### src/rtl/cla_error_monitor_if.sv
`default_nettype none
// ============================================================================
// Module   : cla_error_monitor_if
// Purpose  : Sample bus between a CLA adder harness and the error monitor.
// Revision : 1.0 - initial release
// ============================================================================
interface cla_error_monitor_if #(
  parameter int W = 16
);
  logic         in_valid;
  logic         in_ready;
  logic [W-1:0] op_a;
  logic [W-1:0] op_b;
  logic         cin;
  logic [W:0]   approx_sum;

  modport master (
    output in_valid, op_a, op_b, cin, approx_sum,
    input  in_ready
  );

  modport slave (
    input  in_valid, op_a, op_b, cin, approx_sum,
    output in_ready
  );
endinterface
`default_nettype wire

### src/rtl/cla_error_monitor.sv
`default_nettype none
// ============================================================================
// Module   : cla_error_monitor
// Purpose  : Compares an approximate adder result with the exact sum and
//            accumulates error count, max and summed error distance per run.
// Revision : 1.0 - initial release
// ============================================================================
module cla_error_monitor #(
  parameter int W     = 16,
  parameter int CNT_W = 32,
  parameter int ACC_W = 48
) (
  input  wire logic             clk,
  input  wire logic             rst_n,
  input  wire logic             start,
  input  wire logic [CNT_W-1:0] num_samples,
  cla_error_monitor_if.slave    s,
  output logic                  busy,
  output logic                  done,
  output logic [CNT_W-1:0]      sample_cnt,
  output logic [CNT_W-1:0]      err_cnt,
  output logic [W:0]            max_ed,
  output logic [ACC_W-1:0]      sum_ed
);

  typedef enum logic [1:0] {
    ST_IDLE  = 2'd0,
    ST_RUN   = 2'd1,
    ST_DRAIN = 2'd2,
    ST_DONE  = 2'd3
  } state_t;

  state_t           r_state;
  logic [CNT_W-1:0] r_num;
  logic [CNT_W-1:0] r_acc_cnt;
  logic             r_s1_vld;
  logic [W:0]       r_s1_exact;
  logic [W:0]       r_s1_approx;
  logic             r_s2_vld;
  logic [W:0]       r_s2_ed;

  logic             w_accept;
  logic [CNT_W-1:0] w_acc_next;
  logic [W:0]       w_exact;
  logic [W:0]       w_ed;
  logic [ACC_W:0]   w_sum_ext;

  assign s.in_ready = (r_state == ST_RUN);
  assign busy       = (r_state == ST_RUN) || (r_state == ST_DRAIN);
  assign done       = (r_state == ST_DONE);

  assign w_accept   = s.in_valid && (r_state == ST_RUN);
  assign w_acc_next = r_acc_cnt + CNT_W'(1);
  assign w_exact    = (W+1)'(s.op_a) + (W+1)'(s.op_b) + (W+1)'(s.cin);
  assign w_ed       = (r_s1_exact >= r_s1_approx) ? (r_s1_exact - r_s1_approx)
                                                  : (r_s1_approx - r_s1_exact);
  // One extra bit catches the carry out so the accumulator can saturate.
  assign w_sum_ext  = {1'b0, sum_ed} + (ACC_W+1)'(r_s2_ed);

  always_ff @(posedge clk or negedge rst_n) begin
    if (!rst_n) begin
      r_state     <= ST_IDLE;
      r_num       <= '0;
      r_acc_cnt   <= '0;
      r_s1_vld    <= 1'b0;
      r_s1_exact  <= '0;
      r_s1_approx <= '0;
      r_s2_vld    <= 1'b0;
      r_s2_ed     <= '0;
      sample_cnt  <= '0;
      err_cnt     <= '0;
      max_ed      <= '0;
      sum_ed      <= '0;
    end else if (start) begin
      // Restart discards anything still in the pipeline.
      r_state    <= (num_samples == '0) ? ST_DONE : ST_RUN;
      r_num      <= num_samples;
      r_acc_cnt  <= '0;
      r_s1_vld   <= 1'b0;
      r_s2_vld   <= 1'b0;
      sample_cnt <= '0;
      err_cnt    <= '0;
      max_ed     <= '0;
      sum_ed     <= '0;
    end else begin
      r_s1_vld <= w_accept;
      if (w_accept) begin
        r_s1_exact  <= w_exact;
        r_s1_approx <= s.approx_sum;
      end

      r_s2_vld <= r_s1_vld;
      if (r_s1_vld) begin
        r_s2_ed <= w_ed;
      end

      if (r_s2_vld) begin
        sample_cnt <= sample_cnt + CNT_W'(1);
        err_cnt    <= err_cnt + CNT_W'(r_s2_ed != '0);
        if (r_s2_ed > max_ed) begin
          max_ed <= r_s2_ed;
        end
        sum_ed <= w_sum_ext[ACC_W] ? {ACC_W{1'b1}} : w_sum_ext[ACC_W-1:0];
      end

      case (r_state)
        ST_RUN: begin
          if (w_accept) begin
            r_acc_cnt <= w_acc_next;
            if (w_acc_next == r_num) begin
              r_state <= ST_DRAIN;
            end
          end
        end
        ST_DRAIN: begin
          if (!r_s1_vld && !r_s2_vld) begin
            r_state <= ST_DONE;
          end
        end
        default: r_state <= r_state;
      endcase
    end
  end

endmodule
`default_nettype wire

### src/flat_wrapper.sv
// flat-port wrapper written by rule: the top's interface ports become plain ports
module cla_error_monitor_flat 
#(
  parameter int W     = 16,
  parameter int CNT_W = 32,
  parameter int ACC_W = 48
)
  (clk, rst_n, start, num_samples, busy, done, sample_cnt, err_cnt, max_ed, sum_ed, s_in_valid, s_op_a, s_op_b, s_cin, s_approx_sum, s_in_ready);
  cla_error_monitor_if #(.W(W)) s_i ();
  input  wire logic clk;
  input  wire logic rst_n;
  input  wire logic start;
  input  wire logic [CNT_W-1:0] num_samples;
  output logic busy;
  output logic done;
  output logic [CNT_W-1:0] sample_cnt;
  output logic [CNT_W-1:0] err_cnt;
  output logic [W:0] max_ed;
  output logic [ACC_W-1:0] sum_ed;
  input wire logic [$bits(s_i.in_valid)-1:0] s_in_valid;
  input wire logic [$bits(s_i.op_a)-1:0] s_op_a;
  input wire logic [$bits(s_i.op_b)-1:0] s_op_b;
  input wire logic [$bits(s_i.cin)-1:0] s_cin;
  input wire logic [$bits(s_i.approx_sum)-1:0] s_approx_sum;
  output wire logic [$bits(s_i.in_ready)-1:0] s_in_ready;
  assign s_i.in_valid = s_in_valid;
  assign s_i.op_a = s_op_a;
  assign s_i.op_b = s_op_b;
  assign s_i.cin = s_cin;
  assign s_i.approx_sum = s_approx_sum;
  assign s_in_ready = s_i.in_ready;
  cla_error_monitor #(.W(W), .CNT_W(CNT_W), .ACC_W(ACC_W)) u_core (.clk(clk), .rst_n(rst_n), .start(start), .num_samples(num_samples), .s(s_i), .busy(busy), .done(done), .sample_cnt(sample_cnt), .err_cnt(err_cnt), .max_ed(max_ed), .sum_ed(sum_ed));
endmodule
### config.mk
export PLATFORM = sky130hd
export DESIGN_NAME = cla_error_monitor_flat
export DESIGN_NICKNAME = d
export VERILOG_FILES = /design/src/rtl/cla_error_monitor_if.sv /design/src/rtl/cla_error_monitor.sv /design/src/flat_wrapper.sv
export SDC_FILE = /design/constraint.sdc
export NUM_CORES = 1
export LEC_CHECK = 0
export BUFFER_PORTS_ARGS = -buffer_cell sky130_fd_sc_hd__buf_2
export CAP_MARGIN = 30
export CORE_AREA = 2 2 198 200
export CTS_CLUSTER_SIZE = 10
export DETAILED_ROUTE_END_ITERATION = 8
export DIE_AREA = 0 0 200 202
export GPL_ROUTABILITY_DRIVEN = 1
export SLEW_MARGIN = 20
export SYNTH_ARGS = -nofsm -noshare
export SYNTH_HDL_FRONTEND = slang
export SYNTH_SLANG_ARGS = --single-unit
### constraint.sdc
create_clock -name clk -period 4.1 [get_ports clk]
set_clock_uncertainty 0.15 [all_clocks]
set_input_delay 0.41 -clock clk [delete_from_list [all_inputs] [get_ports clk]]
set_output_delay 0.41 -clock clk [all_outputs]
set_load 0.01 [all_outputs]
* Word-level counts from Yosys, hierarchy flattened
Index checks and enable logic that the tools add are counted.
** Cells by class
- Add/subtract/negate cells :: 8
- Bitwise operators :: 1
- $lt $le $gt $ge :: 2
- Reductions and logical operators :: 17
- Eq/ne operators :: 7
- Muxes and demuxes :: 22
** Operators by type and width (count)
- 32-bit two-way mux :: 7
- 48-bit two-way mux :: 3
- 17-bit two-way mux :: 4
- 32-bit by 1-bit adder with 32-bit output (second input constant) :: 2
- 48-bit by 17-bit adder with 49-bit output :: 1
- 17-bit subtractor :: 2
- 32-bit by 1-bit adder with 32-bit output :: 1
- 32-bit == test :: 1
- 32-bit zero test :: 1
- 16-bit by 16-bit adder with 17-bit output :: 1
- 17-bit by 1-bit adder with 17-bit output :: 1
- 17-bit >= comparator :: 1
- 17-bit greater-than comparator :: 1
- 17-bit nonzero test :: 1
- 2-bit two-way mux :: 5
- 2-bit AND reduction :: 4
- 2-bit nonzero test :: 4
- 3-bit by 2-bit inequality test with 1-bit output (second input constant) :: 2
- 2-bit == test (second input constant) :: 2
- 2-bit one-hot mux with 2 select lines :: 1
- 4-bit AND reduction :: 1
- 3-bit inequality test (second input constant) :: 1
- 3-bit nonzero test :: 1
- 2-bit by 1-bit == test with 1-bit output (second input constant) :: 1
- 5 further kinds :: 8
** Storage, ports and cells
- Logic and storage cells :: 69
- Output and inout port bits :: 132
- Input port bits :: 86
- Register bits after elaboration :: 248

* Longest topological paths before layout
Gate-level depths: netlist (run 1).
- Depth after elaboration :: 6
- Depth in mapped cells :: 16
- Mapped depth without buffers :: 14

* Worst setup path after synthesis (run 1)
OpenSTA, ideal clock, no wires.
- Path type :: register -> register
- Start point :: reg u_core.r_acc_cnt[0]
- End point :: reg u_core.r_state[0]
- Cell stages (with the launch flop) :: 14
- Arrival time :: 3.221 ns
- Setup time :: 0.136 ns
- Buffers on the path :: 2
- Setup slack :: 0.593 ns
- Cell sequence :: dfrtp_1 -> ha_1 -> nand3_1 -> or2_1 -> buf_2 -> or3_1 -> buf_2 -> or3_4 -> or2_0 -> a31oi_1 -> o2bb2a_4 -> or4_4 -> mux2i_1 -> o21ai_1
** On the way
- Word-level cells in the longest chain between the ends :: 4
** Ends and longest elaborated chain
- from (decl) :: RTL line cla_error_monitor.sv:35 : logic [CNT_W-1:0] r_acc_cnt;
- from (signal assigned) :: RTL line cla_error_monitor.sv:109 : r_acc_cnt <= w_acc_next;
- 32-bit by 1-bit adder with 32-bit output :: RTL line cla_error_monitor.sv:53 : assign w_acc_next = r_acc_cnt + CNT_W'(1);
- 32-bit == test :: RTL line cla_error_monitor.sv:110 : if (w_acc_next == r_num) begin
- 3-bit by 2-bit inequality test with 1-bit output (no line)
- 4-bit AND reduction (no line)
- to (signal assigned) :: RTL line cla_error_monitor.sv:76 : r_state <= (num_samples == '0) ? ST_DONE : ST_RUN;
- to (signal assigned) :: RTL line cla_error_monitor.sv:120 : default: r_state <= r_state;
- to (decl) :: RTL line cla_error_monitor.sv:33 : state_t r_state;
No other way between the ends.
A chain may end at the register's enable or synchronous reset.

* Worst setup path in the final report (run 1)
- Start point :: reg u_core.r_s2_ed[0]
- End point :: reg u_core.sum_ed[31]
** On the way
- Word-level cells in the longest chain between the ends :: 4
** Ends and longest elaborated chain
- from (decl) :: RTL line cla_error_monitor.sv:40 : logic [W:0] r_s2_ed;
- from (signal assigned) :: RTL line cla_error_monitor.sv:94 : r_s2_ed <= w_ed;
- 48-bit by 17-bit adder with 49-bit output :: RTL line cla_error_monitor.sv:58 : assign w_sum_ext = {1'b0, sum_ed} + (ACC_W+1)'(r_s2_ed);
- 48-bit two-way mux :: RTL line cla_error_monitor.sv:103 : sum_ed <= w_sum_ext[ACC_W] ? {ACC_W{1'b1}} : w_sum_ext[ACC_W-1:0];
- 48-bit two-way mux :: RTL line cla_error_monitor.sv:97 : if (r_s2_vld) begin
- 48-bit two-way mux :: RTL line cla_error_monitor.sv:74 : end else if (start) begin
- to (signal assigned) :: RTL line cla_error_monitor.sv:103
- to (decl) :: RTL line cla_error_monitor.sv:23 : output logic [ACC_W-1:0] sum_ed
No other way between the ends. The select of a mux whose other input is x is not followed.

==> results of run 1 <==
-- stage by stage --
stage                     setup WS (ps)  power, uW  hold WS [ps]
after floorplan                     593       5770         -35.6
after CTS                           305       9470          26.1
after detailed placement            345       6820           359
after global routing                172      10100          53.0
after global placement              464       6750           350
final                               389       9370          49.6
-- routing by layer --
| metal | up-vias | global-route usage, % | routed length, um | share of wire, % |
|---|---|---|---|---|
| li1 | 6380 | - | - | - |
| met5 | - | 0 | 0 | 0 |
| met2 | 265 | 34.0 | 19800 | 49 |
| met4 | 0 | 5.95 | 1200 | 3.0 |
| met1 | 6266 | 26.2 | 18100 | 45 |
| met3 | 66 | 2.59 | 1350 | 3.3 |
-- cells in the final DEF (no fill, tap or decap), drive strengths merged, types with 41 or more instances in the layout --
| cell type | synthesis | routed |
|---|---|---|
| buf | 9 | 238 |
| nand4 | 41 | 41 |
| xnor2 | 77 | 77 |
| nand2 | 141 | 141 |
| dfrtp | 248 | 248 |
| o21ai | 109 | 109 |
| inv | 82 | 83 |
| clkbuf | 67 | 44 |
| ha | 89 | 89 |
| dlygate4sd3 | 0 | 50 |
| xor2 | 74 | 74 |
| nor2 | 180 | 180 |
| nand3 | 66 | 66 |
| a21oi | 86 | 86 |
-- registers in the layout, indices dropped and copies added, names as in the netlist --
signal              cells
u_core.err_cnt         32
u_core.r_s1_vld         1
u_core.r_state          2
u_core.r_num           32
u_core.max_ed          17
u_core.sum_ed          48
u_core.r_acc_cnt       32
u_core.r_s2_ed         17
u_core.r_s2_vld         1
u_core.r_s1_exact      17
u_core.r_s1_approx     17
u_core.sample_cnt      32
-- layout make-up --
type                    count  area share, %
repair buffers            288           9.92
clock inverters             5          0.308
flip-flops and latches    248           34.0
clock buffers              44           4.73
well taps                 518           3.55
multi-input cells        1264           45.8
inverters                  83           1.70
-- cell families after synthesis --
group                      synth area share, %
xor gates and xnor gates                  8.71
adders and majority gates                 7.99
buffers and inverters                     4.06
DFF                                       40.8
and+or+nand+nor                           19.5
muxes                                     4.95
AOI/OAI and AO/OA                         14.0
-- worst min path at each step --
| stage | to | from | slack (ps) | depth (start not counted) |
|---|---|---|---|---|
| after floorplan | u_core.err_cnt[0] | rst_n | -40 | 0 |
| after detailed placement | u_core.r_s1_exact[9] | u_core.r_s1_exact[9] | 360 | 2 |
| after CTS | u_core.r_acc_cnt[3] | start | 30 | 2 |
| final | u_core.r_acc_cnt[2] | start | 50 | 2 |
| after global placement | u_core.r_s1_exact[8] | u_core.r_s1_exact[8] | 350 | 2 |
| after global routing | u_core.r_acc_cnt[2] | start | 50 | 2 |
-- timing repair --
item / in CTS / in global routing
endpoints found under the hold margin: 149 / 0
hold buffers: 50 / 0
resized for setup: 0 / 1
setup endpoints to repair: 0 / 3
-- critical path, delay by kind of cell (launching register included) --
family / cells / cell delay [ps]
AOI/OAI and AO/OA: 7 / 1480
adders and majority gates: 2 / 630
DFF: 1 / 410
and+or+nand+nor: 3 / 880
-- power breakdown --
part	switching (uW)	leakage, uW	internal, uW
registers	335	0.00330	2760
logic	2150	0.00498	1580
clock network	1040	0.000448	1500
==> impl_metrics.json, run 1 <==
{
  "status": "finished, final reports clean",
  "crit_required_ps": 4380,
  "wire_per_inst_um": 16.5,
  "cts_max_path_buffers": 3,
  "synth-main-ff-cell": "sky130_fd_sc_hd__dfrtp_1",
  "yosys_warnings": 0,
  "dp.final_hpwl_um": 29400,
  "number_of_cell_rows": 72,
  "routed_wl_um": 40500,
  "numPlacedInstances": 2349,
  "core_sq_um": 38300,
  "leakage_uw": 0.00872,
  "grt.total_usage_pct": 19.9,
  "grt_pass1_wl_um": 65700,
  "synthesized_netlist_net_count": 1851,
  "top_post_synthesis_cells_by_area": "sky130_fd_sc_hd__dfrtp_1, sky130_fd_sc_hd__ha_1, sky130_fd_sc_hd__nor2_1",
  "cts_made_buffers": 31,
  "register_area_sq_um": 6210,
  "r2r-end": "u_core.sum_ed[31]",
  "critPathKind": "flop to flop",
  "critPathMaxFanout": 8,
  "asyncSetResetFlopFracSynth_pct": 100,
  "cts.reportedPaths.clkPinSlew_ps": 60,
  "die_h_um": 202,
  "tritoncts": "built",
  "synth_sequential_area_ratio_pct": 40.8,
  "endpoint_kind": "flop",
  "post-route-util_pct": 47.7,
  "grt_max_degree": 105,
  "design_area_sq_um": 18300,
  "route.antenna.remaining_nets": 0,
  "crit_path_end": "u_core.sum_ed[31]",
  "num-nets-final": 2096,
  "vdd_drop_max_mv": 0.373,
  "setup_violations": 0,
  "syn-mean-instance-area_sq_um": 9.09,
  "post-synth-top-count-cell": "sky130_fd_sc_hd__dfrtp_1",
  "drt_iter0_drc": 538,
  "ys_seq_elements": 248,
  "netlist_instances": 1671,
  "nFillCells": 3650,
  "cp_slowest_cell": "sky130_fd_sc_hd__dfrtp_1",
  "die-width_um": 200,
  "synth_common_cells": "sky130_fd_sc_hd__dfrtp_1, sky130_fd_sc_hd__nor2_1, sky130_fd_sc_hd__nand2_1",
  "globalRouteOverflowTotal": 0,
  "critPathMaxStageDelay_ps": 410,
  "cts.repair_timing.setup_buffer_count": 0,
  "worst_r2r_path_depth": 12,
  "startpoint_type": "flop",
  "first_global_vias": 12800,
  "grt_setup_unrepaired": "false",
  "timing.final.hold_violations": 0,
  "start_util_pct": 39.7,
  "gp_routability_congestion": 0.862,
  "clock_latency_ps": 580,
  "min_period_ps": 3710,
  "h-tree-depth": 1,
  "fmax_mhz": 269,
  "first_pass_iters": 5,
  "setup_slack_reg_to_reg_ps": 390,
  "drv_slew": 0,
  "worst_r2r_startpoint": "u_core.r_s2_ed[0]",
  "worstMarginPinSlew_ps": 828,
  "vias": 13000,
  "drv_cap": 0,
  "critical_path_cell_list": "ha_1 -> fa_1 -> a21o_1 -> a21oi_1 -> o21ai_0 -> a31oi_1 -> o21a_1 -> o31ai_1 -> nand4_1 -> nand2_1 -> nor2_1 -> a211oi_1",
  "buffer_ports.inserted": 217,
  "number_of_antenna_violations_at_the_first_check_in_global_routing": 0,
  "area_growth_pct": 20.3,
  "ports_placed_on_the_boundary": 218,
  "setup.worst_path.start": "u_core.r_s2_ed[0]",
  "synth.lib_cells_used.distinct": 70,
  "syn-cell-area_sq_um": 15200,
  "floorplan.die_area_sq_um": 40400,
  "worstHoldPathType": "primary input to flop",
  "numClockSinks": 248,
  "critPathArrivalTime_ps": 3990,
  "number_of_enable_type_register_cells_in_the_synthesized_netlist": 0,
  "clock-root-buffer": "sky130_fd_sc_hd__clkbuf_16",
  "antenna-diode-count": 0,
  "place_area_sq_um": 16800,
  "vias_per_cell": 5.30,
  "synth_top_cell_area_share_pct": 40.8,
  "finalSetupTns_ps": 0,
  "route.detailed.drc": 0,
  "power.density_nw_per_um2": 513,
  "finish.cell_count_without_fillers": 2450,
  "max-slew-margin-rel_pct": 44.8,
  "timing.final.crit_share_pct": 90.5,
  "multiInputGateArea_sq_um": 8380,
  "yosys.area.top_type": "sky130_fd_sc_hd__dfrtp_1",
  "drive_gt1_share_pct": 17.1
}
(Power assumes the default switching activity.)
==> run 2: changes to the inputs <==
--- a/config.mk
+++ b/config.mk
@@ -6,7 +6,6 @@
 export NUM_CORES = 1
 export LEC_CHECK = 0
 export BUFFER_PORTS_ARGS = -buffer_cell sky130_fd_sc_hd__buf_2
-export CAP_MARGIN = 30
 export CORE_AREA = 2 2 198 200
 export CTS_CLUSTER_SIZE = 10
 export DETAILED_ROUTE_END_ITERATION = 8
==> constraint.sdc (replaced) <==
create_clock -name clk -period 3 [get_ports clk]
set_clock_uncertainty 0.15 [all_clocks]
set_input_delay 0.3 -clock clk [delete_from_list [all_inputs] [get_ports clk]]
set_output_delay 0.3 -clock clk [all_outputs]
set_load 0.01 [all_outputs]
==> impl_metrics.json, run 2 (synthesized netlist as in run 1, its figures left out) <==
{
  "globalRouteOverflowTotal": 0,
  "area_growth_pct": 37.3,
  "worst_r2r_startpoint": "u_core.r_acc_cnt[1]",
  "crit_buf_inv": 3,
  "grt_pass1_wl_um": 69600,
  "first_global_vias": 13800,
  "cts_made_buffers": 30,
  "status": "finished with violations",
  "antenna-diode-count": 0,
  "route.antenna.remaining_nets": 0,
  "violations": "setup timing",
  "drive_gt1_share_pct": 31.3,
  "power.density_nw_per_um2": 703,
  "cp_slowest_cell": "sky130_fd_sc_hd__or4_4",
  "clock-root-buffer": "sky130_fd_sc_hd__clkbuf_16",
  "die_h_um": 202,
  "clock_latency_ps": 580,
  "critPathArrivalTime_ps": 3530,
  "setup.worst_path.start": "u_core.r_acc_cnt[1]",
  "min_period_ps": 3250,
  "endpoint_kind": "flop",
  "grt.total_usage_pct": 21.1,
  "vias_per_cell": 5.21,
  "number_of_antenna_violations_at_the_first_check_in_global_routing": 0,
  "design_area_sq_um": 20900,
  "registers.top_by_ff_count": "u_core.sum_ed",
  "routed_wl_um": 43900,
  "timing.final.hold_violations": 0,
  "cts_max_path_buffers": 3,
  "h-tree-depth": 1,
  "buffer_ports.inserted": 217,
  "worstHoldPathType": "primary input to flop",
  "number_of_cell_rows": 72,
  "timing.final.crit_share_pct": 108,
  "critical_path_cell_list": "buf_6 -> ha_4 -> nand3_2 -> or2_4 -> buf_6 -> buf_6 -> nor2_4 -> xnor2_1 -> a2bb2oi_2 -> nand4_1 -> or4_4 -> or4_4 -> mux2i_1 -> o21ai_1",
  "start_util_pct": 39.7,
  "worst_slack_ps": -248,
  "wire_per_inst_um": 16.4,
  "gp_routability_congestion": 0.890,
  "grt_setup_unrepaired": "true",
  "vdd_drop_max_mv": 0.621,
  "drv_cap": 0,
  "vias": 13900,
  "tritoncts": "built",
  "worstMarginPinSlew_ps": 941,
  "dp.final_hpwl_um": 31000,
  "setup_violations": 26,
  "leakage_uw": 0.00996,
  "setup_slack_reg_to_reg_ps": -250,
  "critPathKind": "flop to flop",
  "num-nets-final": 2318,
  "critPathMaxStageDelay_ps": 540,
  "final_common_cell": "sky130_fd_sc_hd__dfrtp_1",
  "max_reg_flops": 48,
  "floorplan.die_area_sq_um": 40400,
  "final.hold.worst_slack_ps": 31.8,
  "die-width_um": 200,
  "numPlacedInstances": 2545,
  "hold_path_startpoint": "s_op_a[0]",
  "critPathMaxFanout": 3,
  "highest_count_cells_in_the_layout_ignoring_fill_and_taps": "sky130_fd_sc_hd__dfrtp_1, sky130_fd_sc_hd__buf_4, sky130_fd_sc_hd__buf_2, sky130_fd_sc_hd__nor2_1, sky130_fd_sc_hd__nand2_1",
  "post-route-util_pct": 54.5,
  "cts.reportedPaths.clkPinSlew_ps": 60,
  "first_pass_iters": 5,
  "core_sq_um": 38300,
  "register_area_sq_um": 6210,
  "path_common_cell": "sky130_fd_sc_hd__buf_6",
  "nFillCells": 3439,
  "place_area_sq_um": 18400,
  "multiInputGateArea_sq_um": 9240,
  "numClockSinks": 248,
  "finalSetupTns_ps": -1010,
  "finish.cell_count_without_fillers": 2672,
  "ports_placed_on_the_boundary": 218,
  "cpLargestDelayFamily": "simple AND/OR/NAND/NOR gates",
  "drt_iter0_drc": 656,
  "fmax_mhz": 308,
  "max-slew-margin-rel_pct": 37.3,
  "crit_required_ps": 3280,
  "startpoint_type": "flop",
  "drv_slew": 0,
  "grt_max_degree": 190,
  "route.detailed.drc": 0
}
run 2: per-stage QoR:
stage / setup slack [ps] / power, uW
floorplan: -357 / 7930
global placement: -378 / 10200
detailed placement: -359 / 10300
CTS: -248 / 14100
global route: -351 / 15700
finish: -248 / 14700
run 2: worst paths after layout:
check                                         end  cells past startpoint
max                             u_core.r_state[0]                     14
min                          u_core.r_s1_exact[0]                      4
max reg2reg                     u_core.r_state[0]                     14
min reg2reg                      u_core.r_num[12]                      1
max in group asynchronous  u_core.r_s1_approx[11]                      3
min in group asynchronous      u_core.err_cnt[30]                      2
run 2: final cells by class:
cell class,count,area share (%)
clock buffers,46,4.08
clock inverters,2,0.102
inverters,83,1.49
multi-input cells,1265,44.3
flip-flops and latches,248,29.8
well taps,518,3.11
repair buffers,510,17.2
run 2: worst min-delay path: cells and delay by family:
kind	cells	cell delay [ps]
AO/OA/AOI/OAI	1	90
buffers and inverters	2	150
adder cells (fa/ha/maj)	1	170
run 2: metal layers:
metal	wire length [um]	up-vias	GRT usage [%]	part of all wire, %
met5	0	-	0	0
met4	1240	0	6.11	2.8
met3	1840	71	3.07	4.2
met2	22300	274	37.6	51
met1	18500	6748	26.4	42
li1	-	6835	-	-
run 2: timing repair:
item,CTS,global route
buffers inserted,4,23
cloned,0,3
pin swaps,33,79
setup endpoints to repair,70,83
hold buffers,52,0
resized for setup,53,139
endpoints found under the hold margin,142,0
run 2: where the power goes:
part,internal [uW],leakage [uW],total (uW),switching (uW)
clock,1920,0.000423,3320,1410
combinational,3550,0.00624,7210,3660
sequential,3770,0.00329,4130,364
total,9230,0.00996,14700,5430
